<file path="src/rtl/jam_perm_sequencer.sv">
// Lexicographic permutation sequencer: offers all N! job assignments in order on a
// valid/ready handshake, stepping between them with the next-permutation algorithm.
module jam_perm_sequencer #(
    parameter int N  = 8,
    parameter int IW = 3,
    parameter int CW = 16
) (
    input  logic          CLK,
    input  logic          RST,
    input  logic          start,
    input  logic          abort,
    output logic [N*IW-1:0] perm,
    output logic          perm_valid,
    input  logic          perm_ready,
    output logic          perm_last,
    output logic [CW-1:0] perm_idx,
    output logic          busy,
    output logic          done
);

    localparam int XW = $clog2(N);

    function automatic int unsigned fact(input int unsigned n);
        int unsigned f;
        f = 1;
        for (int unsigned k = 2; k <= n; k++) f = f * k;
        return f;
    endfunction

    localparam logic [CW-1:0] LAST_IDX = CW'(fact(N) - 1);

    typedef enum logic [2:0] {IDLE, EMIT, FIND_I, FIND_J, SWAP, REV, DONE} state_t;

    state_t          state, state_nx;
    logic [IW-1:0]   pj [N];
    logic [XW-1:0]   i_q, j_q, l_q, r_q;
    logic            hs, found_i, found_j, rev_go;

    always_comb begin
        perm = '0;
        for (int unsigned k = 0; k < N; k++) perm[IW*k +: IW] = pj[k];
        perm_valid = (state == EMIT);
        perm_last  = perm_valid && (perm_idx == LAST_IDX);
        busy       = (state != IDLE) && (state != DONE);
        hs         = perm_valid && perm_ready;
        found_i    = pj[i_q] < pj[i_q + XW'(1)];
        found_j    = pj[j_q] > pj[i_q];
        rev_go     = l_q < r_q;
    end

    always_comb begin
        state_nx = state;
        case (state)
            IDLE, DONE: if (start) state_nx = EMIT;
            EMIT:       if (hs) state_nx = perm_last ? DONE : FIND_I;
            // Exhausting i is unreachable in practice; terminate rather than wrap.
            FIND_I:     if (found_i) state_nx = FIND_J;
                        else if (i_q == '0) state_nx = DONE;
            FIND_J:     if (found_j) state_nx = SWAP;
            SWAP:       state_nx = REV;
            REV:        if (!rev_go) state_nx = EMIT;
            default:    state_nx = IDLE;
        endcase
        if (abort) state_nx = IDLE;
    end

    always_ff @(posedge CLK or negedge RST) begin
        if (!RST) state <= IDLE;
        else      state <= state_nx;
    end

    always_ff @(posedge CLK or negedge RST) begin
        if (!RST) begin
            for (int unsigned k = 0; k < N; k++) pj[k] <= IW'(k);
            perm_idx <= '0;
            i_q      <= '0;
            j_q      <= '0;
            l_q      <= '0;
            r_q      <= '0;
            done     <= 1'b0;
        end else begin
            done <= 1'b0;
            if (abort) begin
                for (int unsigned k = 0; k < N; k++) pj[k] <= IW'(k);
                perm_idx <= '0;
            end else begin
                case (state)
                    IDLE, DONE: if (start) begin
                        for (int unsigned k = 0; k < N; k++) pj[k] <= IW'(k);
                        perm_idx <= '0;
                    end
                    EMIT: if (hs) begin
                        if (perm_last) done <= 1'b1;
                        else           i_q  <= XW'(N - 2);
                    end
                    FIND_I: begin
                        if (found_i)         j_q <= XW'(N - 1);
                        else if (i_q != '0)  i_q <= i_q - XW'(1);
                    end
                    FIND_J: if (!found_j) j_q <= j_q - XW'(1);
                    SWAP: begin
                        pj[i_q] <= pj[j_q];
                        pj[j_q] <= pj[i_q];
                        l_q     <= i_q + XW'(1);
                        r_q     <= XW'(N - 1);
                    end
                    REV: begin
                        if (rev_go) begin
                            pj[l_q] <= pj[r_q];
                            pj[r_q] <= pj[l_q];
                            l_q     <= l_q + XW'(1);
                            r_q     <= r_q - XW'(1);
                        end else begin
                            perm_idx <= perm_idx + CW'(1);
                        end
                    end
                    default: ;
                endcase
            end
        end
    end

endmodule

</file>
<file path="config.mk">
export PLATFORM = sky130hd
export DESIGN_NAME = jam_perm_sequencer
export DESIGN_NICKNAME = d
export VERILOG_FILES = /design/src/rtl/jam_perm_sequencer.sv
export SDC_FILE = /design/constraint.sdc
export NUM_CORES = 1
export LEC_CHECK = 0
export CAP_MARGIN = 0
export CORE_MARGIN = 1
export CORE_UTILIZATION = 41
export CTS_CLUSTER_DIAMETER = 120
export DETAILED_ROUTE_END_ITERATION = 8
export DONT_BUFFER_PORTS = 1
export GPL_TIMING_DRIVEN = 0
export PLACE_DENSITY_LB_ADDON = 0.05
export SETUP_SLACK_MARGIN = 0.5
export SLEW_MARGIN = 20
export SYNTH_ARGS = -nofsm -noshare
export SYNTH_HDL_FRONTEND = slang
export SYNTH_SLANG_ARGS = --single-unit
</file>
<file path="constraint.sdc">
create_clock -name CLK -period 6.1 [get_ports CLK]
set_input_delay 1.525 -clock CLK [delete_from_list [all_inputs] [get_ports CLK]]
set_output_delay 1.525 -clock CLK [all_outputs]
set_load 0.005 [all_outputs]
</file>
==> summary.md, run 1 <==
The flow ran to the end, and the final reports show no timing, DRC or antenna violations. In the synthesized netlist, the number of instances is 666. The clock sink count came out at 56. At the end of routability-driven placement, the weighted congestion stood at 0.973. The initial antenna violation count is 0, and the die height is 118 µm. The post-CTS setup-driven buffer insertion count came out at 0. In this run the most critical hold path is launched from perm_idx[15].

For this run, asynchronously set or reset flops after synthesis account for 100%. Counting flops and latches in the post-synthesis netlist gives 56. For this design the static power due to leakage is 2.15 nW. The setup total negative slack was 0 ns; the number of enable flip-flop cells after synthesis was 0.

In this run the deepest clock path goes through 2 buffers. The run gives 41.9% as the starting density of the core. The path class of the tightest hold or removal check is reg -> reg. STA classifies the critical path startpoint as a flop.

The total number of placement rows is 42, and the clock latency on the worst-skew pair is 0.32 ns. Setup violations remaining at the end of the flow were counted as 0. In this run the tightest slew margin relative to its limit is 28.9%.

The largest fanout on the critical path is 10. Setup repair after global routing left no endpoint under its margin. VDD sags by at most 0.000207 V. In the final layout, the share of cells above drive strength 1 is 13.1%. The total area inside the core boundary comes to 0.0132 mm². The logs give 33100 µm for the global-route wire length before repair and 5696 for the count of vias placed by the detailed router. The setup path with the least slack is of type reg -> reg. The tools report the sum of routed wire length over all layers as 21800 µm. Buffers inserted to repair hold after CTS numbered 0. Layout net count: 692. By area the synthesized netlist is led by dfrtp_1 20%, mux4_2 6.1%, dfstp_2 5.7%. The worst setup path is captured at a flop. In this run the mean area of a mapped cell was 8.30 µm². Summed over all nets, the half-perimeter wirelength after detailed placement is 15600 µm.

The design draws 2.92 mW. Across the run, the number of max-cap violations was 0. The width of the chip was 118 µm. The master cell of the clock root buffer is clkbuf_16.

The run gives 57 as the largest net degree at the start of global routing. Max-slew violation total from the final report: 0. The worst path required time was 6.26 ns; the yosys synthesis warning count was 0. The highest achievable clock rate is 213 MHz. For the pin with the worst max-slew slack, the measured transition is 1.07 ns.

The run gives 685 as the number of nets produced by synthesis. After detailed routing, the average wire length per cell comes to 25.7 µm. The tools report the number of DRC markers after the initial detailed-route iteration as 519.

Input and output buffers added on the ports amount to 0. Once detail routing completed, the nets flagged for antenna violations numbered 0. The reg-to-reg startpoint was i_q[1]. The share of the clock period used by the worst path is 77.0%. The run gives 2 as the maximum level of the CTS H-tree.

After detailed routing, the number of remaining DRC violations is 0. The clock arrives with 0.0118 ns of skew. The number of detailed-route iterations in the first pass came out at 6.

Timing analysis after detailed placement gives a worst setup slack of 1.57 ns. For the number of global-route vias before repair, the log shows 5473. TritonCTS built the clock tree. The run gives 0 as the number of cells upsized or downsized after cts.

The clock-pin slew reported for the worst setup and hold paths after clock tree synthesis is 0.09 ns. dfrtp_1 takes more of the synthesized area than any other cell. The logs give 72 for the number of different library cells in the post-synthesis netlist and 0.0139 mm² for the overall die area. The tools report the number of hold-slack violations in the final timing report as 0. The synthesized design devotes to its leading area cell type 19.9% of total area. Once routing completed, OpenROAD measured the worst setup slack at 1.40 ns. The average via count per standard cell came out at 6.70. The flip-flop cell with the highest count after synthesis is dfrtp_1.

Summing every instance area after synthesis gives 0.00553 mm². The time the final worst path needs with I/O delays and setup came out at 4.70 ns. Origin of the worst setup path: i_q[1].

The number of clock buffers added by TritonCTS is 5. The logs give 25.6% for the register area share after synthesis and 0 for the total congestion overflow after global routing. The tightest hold path in the finished design has a slack of 0.596 ns. Relative to the synthesized area, the layout overhead comes to 6.95%. At the worst endpoint, the arrival time is 4.86 ns. The total power divided by cell area is 494 mW/mm², and the number of top-level pins is 49. Across every metal layer, demand over resource in global routing totals 31.8%. 0 antenna diodes ended up in the layout.
[cell families after synthesis]
family / share of synthesized area [%]
AOI/OAI and AO/OA: 27.4
xor gates and xnor gates: 2.06
adders and majority gates: 3.17
buffers and inverters: 5.48
DFF: 25.6
muxes: 12.7
and+or+nand+nor: 23.6
[cells in the mapped netlist (6+ instances only)]
cell	instances
a211o_1	13
a211oi_1	11
a211oi_2	6
a21oi_1	25
a221oi_1	16
a22oi_1	7
a31oi_1	13
and2_1	6
and3_1	9
buf_2	11
clkbuf_1	31
dfrtp_1	44
dfstp_2	12
ha_1	14
inv_1	21
mux2_2	10
mux2i_1	17
mux4_2	15
nand2_1	48
nand2b_1	7
nand3_1	19
nand4_1	6
nor2_1	78
nor2b_1	14
nor3_1	20
nor3b_1	9
o211ai_1	16
o21a_1	16
o21ai_0	37
o221a_2	6
or3_1	7
xnor2_1	7
xor2_1	6
[metal layers]
metal  wire (µm)  global-route usage [%]  vias up
met5           0                       0        -
met4         956                    14.4        0
met3        1820                    6.20       62
met2        9950                    50.3      314
met1        9110                    41.8     2786
li1            -                       -     2534
[registers in the layout (all words and copies together) (netlist names)]
signal,cells
i_q,3
done,1
state,3
perm_idx,16
r_q,3
l_q,3
j_q,3
perm,24
[where the power goes]
group	switching, mW	total, mW	internal, mW	leakage, nW
Combinational	1.26	1.94	0.677	1.38
Clock	0.168	0.327	0.159	0.0772
Sequential	0.192	0.653	0.461	0.698
Total	1.62	2.92	1.30	2.15
[per-stage QoR]
stage / area (µm²) / util, % / instances
after floorplan: 5530 / - / 666
after global placement: 5750 / 43.6 / 842
after detailed placement: 5750 / 43.6 / 842
after CTS: 5910 / 44.8 / 850
after global routing: 5910 / 44.8 / 850
final: 5910 / 44.8 / 850
[placed cells by master (no fill, tap or decap), types with 6 or more instances in the layout]
| cell type | count |
|---|---|
| nor2_1 | 78 |
| o211ai_1 | 16 |
| nand2_1 | 48 |
| dfrtp_1 | 44 |
| or3_1 | 7 |
| a31oi_1 | 13 |
| a211oi_1 | 10 |
| mux2i_1 | 17 |
| o21ai_0 | 37 |
| mux4_2 | 15 |
| mux2_2 | 10 |
| and3_1 | 9 |
| xnor2_1 | 7 |
| buf_2 | 11 |
| nand4_1 | 6 |
| ha_1 | 14 |
| and2_1 | 6 |
| nor2b_1 | 14 |
| dfstp_2 | 12 |
| xor2_1 | 6 |
| a211oi_2 | 7 |
| o221a_2 | 6 |
| nand3_1 | 19 |
| nor3_1 | 20 |
| a221oi_1 | 16 |
| a211o_1 | 13 |
| inv_1 | 21 |
| o21a_1 | 16 |
| clkbuf_1 | 31 |
| nand2b_1 | 7 |
| a21oi_1 | 25 |
| nor3b_1 | 9 |
| a22oi_1 | 7 |
[path summary, 6_finish.rpt]
path	end	slack [ns]	cells past startpoint
min in group asynchronous	perm[16]	0.90	0
hold / removal	perm_idx[15]	0.60	2
setup / recovery	i_q[1]	1.40	13
setup reg to reg	i_q[1]	1.40	13
max in group asynchronous	perm[19]	4.97	0
hold reg to reg	perm_idx[15]	0.60	2
[final cells by class]
| type | instances | area, µm² |
|---|---|---|
| multi-input combinational | 538 | 3810 |
| buffer | 50 | 220 |
| sequential | 56 | 1420 |
| inverter | 22 | 82.6 |
| clock buffer | 5 | 125 |
| fill | 1347 | 7280 |
| clock inverter | 3 | 33.8 |
| tap | 176 | 220 |
[critical path: stages (launching register included)]
cell and delay (ns):
dfrtp_1 0.50, clkbuf_1 0.50, inv_1 0.22, ha_1 0.33
clkbuf_1 0.60, mux4_2 0.59, mux2i_1 0.14, ha_1 0.27
a21o_1 0.18, a221o_1 0.27, o31ai_2 0.51, nand2_1 0.14
a21oi_1 0.20, a21oi_1 0.07
No activity file was read; power rests on OpenSTA's default activity.
==> run 2: changes to the inputs <==
- clock period: 6.1 -> 3.8 ns (I/O delays scaled with it)
==> summary.md, run 2 (same netlist as run 1, synthesis figures left out) <==
The worst path required time was 4.05 ns; the placer's final routability congestion estimate was 0.953. The run gives 10.2% as the clock network fraction of total power. For this design the ratio of total power to cell area is 846 mW/mm². Smallest setup slack after layout: 0.421 ns. In this run the static leakage power is 2.26 nW. Hold is met by 0.318 ns.

The instance area at placement was 0.00575 mm²; the cell area after layout was 0.00617 mm². Sequential share of power: 20.0%. Setup violations remaining at the end of the flow were counted as 0.

The worst voltage drop across the vdd grid is 0.000542 V. The flow ran to the end, and the final reports show no timing, DRC or antenna violations. The critical path goes through buf_6 -> buf_8 -> clkinvlp_4 -> ha_4 -> buf_8 -> buf_4 -> mux4_2 -> mux2i_1 -> ha_1 -> a21o_1 -> a221o_1 -> o31ai_4 -> buf_6 -> buf_4 -> a211o_1 -> mux2i_1. The time the final worst path needs with I/O delays and setup was 3.38 ns; the width of the chip was 118 µm.

Clock-pin slew reported for the worst setup and hold paths after clock tree synthesis: 0.08 ns. The post-cts hold buffer count was 0; the total track usage was 31.7%. Signal routing reaches up to met4. The top cell types in the final layout, fill and taps aside, are 77 x nor2_1, 47 x nand2_1, 43 x dfrtp_1. The number of antenna diodes in the final layout is 0.

In this run the remaining antenna-violating nets after routing total 0. During I/O placement, the number of pins put on the boundary was 49. The routed wire length per instance was 25.0 µm; the combinational fraction of design power was 69.8%. TritonCTS built the clock tree. Cells with a size suffix above 1 make up 18.6% of the layout.

After the first detailed-routing iteration, the DRC count stood at 474. The layout net count was 705. For the max-slew headroom at the worst pin, the log shows 38.0%.

The total congestion overflow after global routing is 0. On the critical path, the stage with the largest delay is an instance of mux4_2. The number of hold-slack violations in the final timing report is 0.

The kind of cell adding the most delay to the critical path is multiplexers. The global-route wire length before repair is 33000 µm, and the total clock buffers created by CTS is 5. The worst setup path is launched from a flop. The max-slew violation total from the final report came out at 0. The average via count per standard cell was 6.65.

Total number of placement rows: 42. Across the whole layout, storage elements account for 0.00142 mm². Counting both buffers and inverters, the worst setup path holds a total of 7. The largest fanout on the critical path came out at 5. The tools report the reg-to-reg startpoint as i_q[0]. The switching share of total power is 53.6%. Max-cap violations in this run came to 0.

After layout, the worst path uses 88.9% of the clock period. The library cell used most frequently in the layout, excluding fill and tap cells, is nor2_1. The min-delay analysis places its worst path in the category in -> async.

In the routed design, unresolved DRC markers number 0. The starting density of the core came out at 41.9%. Clock tree synthesis selected as its root buffer the cell clkbuf_16. The run gives 8950 µm as the wire length on met1.

The number of global-route vias before repair is 5504. Derived from the worst setup path, the maximum achievable clock frequency is 296 MHz. The tools report the maximum level of the CTS H-tree as 2. Setup repair after global routing could not meet its margin everywhere.

The run gives 1324 as the number of fill cells in the layout. Tracing the worst setup path back leads to its startpoint at i_q[0]. The run gives 842 as the number of cells after detailed placement. Initial antenna violation count: 0. The layout overhead on the synthesized area works out to 11.6%. The logs give 9640 µm for the total length of routed met2 wires and 0.32 ns for the clock latency on the worst-skew pair. The slew at the pin closest to its max-slew limit came out at 0.928 ns. Detailed routing placed a total of 2040 µm of wire on met3. Internal power comes to 2.42 mW. CTS saw 56 sinks. The first TritonRoute pass finished after 5 iterations.

Start-to-end type of the worst setup path: reg -> reg. The count of input and output buffers works out to 0. Biggest cell delay along the critical path: 0.51 ns. On the final layout, the worst clock skew is 0.00406 ns. The register with the most flip-flops in the layout has 24 of them. The worst slack at placement came out at -0.243 ns. The tools report the category of the worst setup path capture point as a flop. For this design the total switching power over the nets is 2.79 mW. After legalization and detailed placement, the total HPWL measured 15300 µm.

From bottom edge to top edge, the die measures 118 µm. Summed over all layers, the routed wires come to 21600 µm. The logs give 0.0132 mm² for the placeable core area and 863 for the filler-free cell count of the finished design. Critical path data arrival time: 3.63 ns. In the final layout, the multi-input gates occupy 0.00392 mm². Entering global routing, the biggest net connects 57 pins. The setup total negative slack was 0 ns; the maximum number of buffers from clock root to sink was 2.

The floorplan step defined a die boundary enclosing 0.0139 mm². Detailed routing inserted a total of 5739 vias.
[run 2: final cells by class]
type,count,area share [%]
clock inverter,3,0.548
tap,176,3.57
inverter,22,1.40
timing repair buffer,13,1.64
buffer,50,4.24
clock buffer,5,2.03
multi-input combinational,538,63.6
sequential,56,23.0
[run 2: final timing paths]
| check | end | slack [ns] | cells past startpoint |
|---|---|---|---|
| worst max-delay path | state[2] | 0.42 | 16 |
| worst min-delay path | perm[11] | 0.32 | 0 |
| worst max register to register | state[2] | 0.42 | 16 |
| worst min register to register | perm_idx[4] | 0.61 | 2 |
| max in group asynchronous | perm[19] | 3.26 | 0 |
| min in group CLK | perm_idx[4] | 0.61 | 2 |
[run 2: timing repair]
item,in CTS,in global routing
gates resized for setup,25,18
buffers inserted,10,3
gates cloned,0,0
pin swaps,4,6
setup endpoints to repair,38,40
[run 2: power groups by stage]
| stage | clock network (mW) | registers [mW] | logic (mW) |
|---|---|---|---|
| final | 0.534 | 1.04 | 3.64 |
| after global routing | 0.568 | 1.06 | 3.87 |
| after CTS | 0.542 | 1.03 | 3.35 |
| after detailed placement | 0 | 1.05 | 3.01 |
| after global placement | 0 | 1.05 | 2.97 |
| after floorplan | 0 | 0.897 | 2.18 |
[run 2: metrics by stage]
stage	total power [mW]	utilization, %
floorplan	3.08	-
global placement	4.01	43.6
detailed placement	4.06	43.6
CTS	4.92	46.2
global route	5.50	46.8
finish	5.22	46.8
[run 2: routing by layer]
metal	vias up	global-route usage [%]
met5	-	0
met4	0	14.3
met3	71	6.73
met2	332	50.0
met1	2779	41.5
li1	2557	-
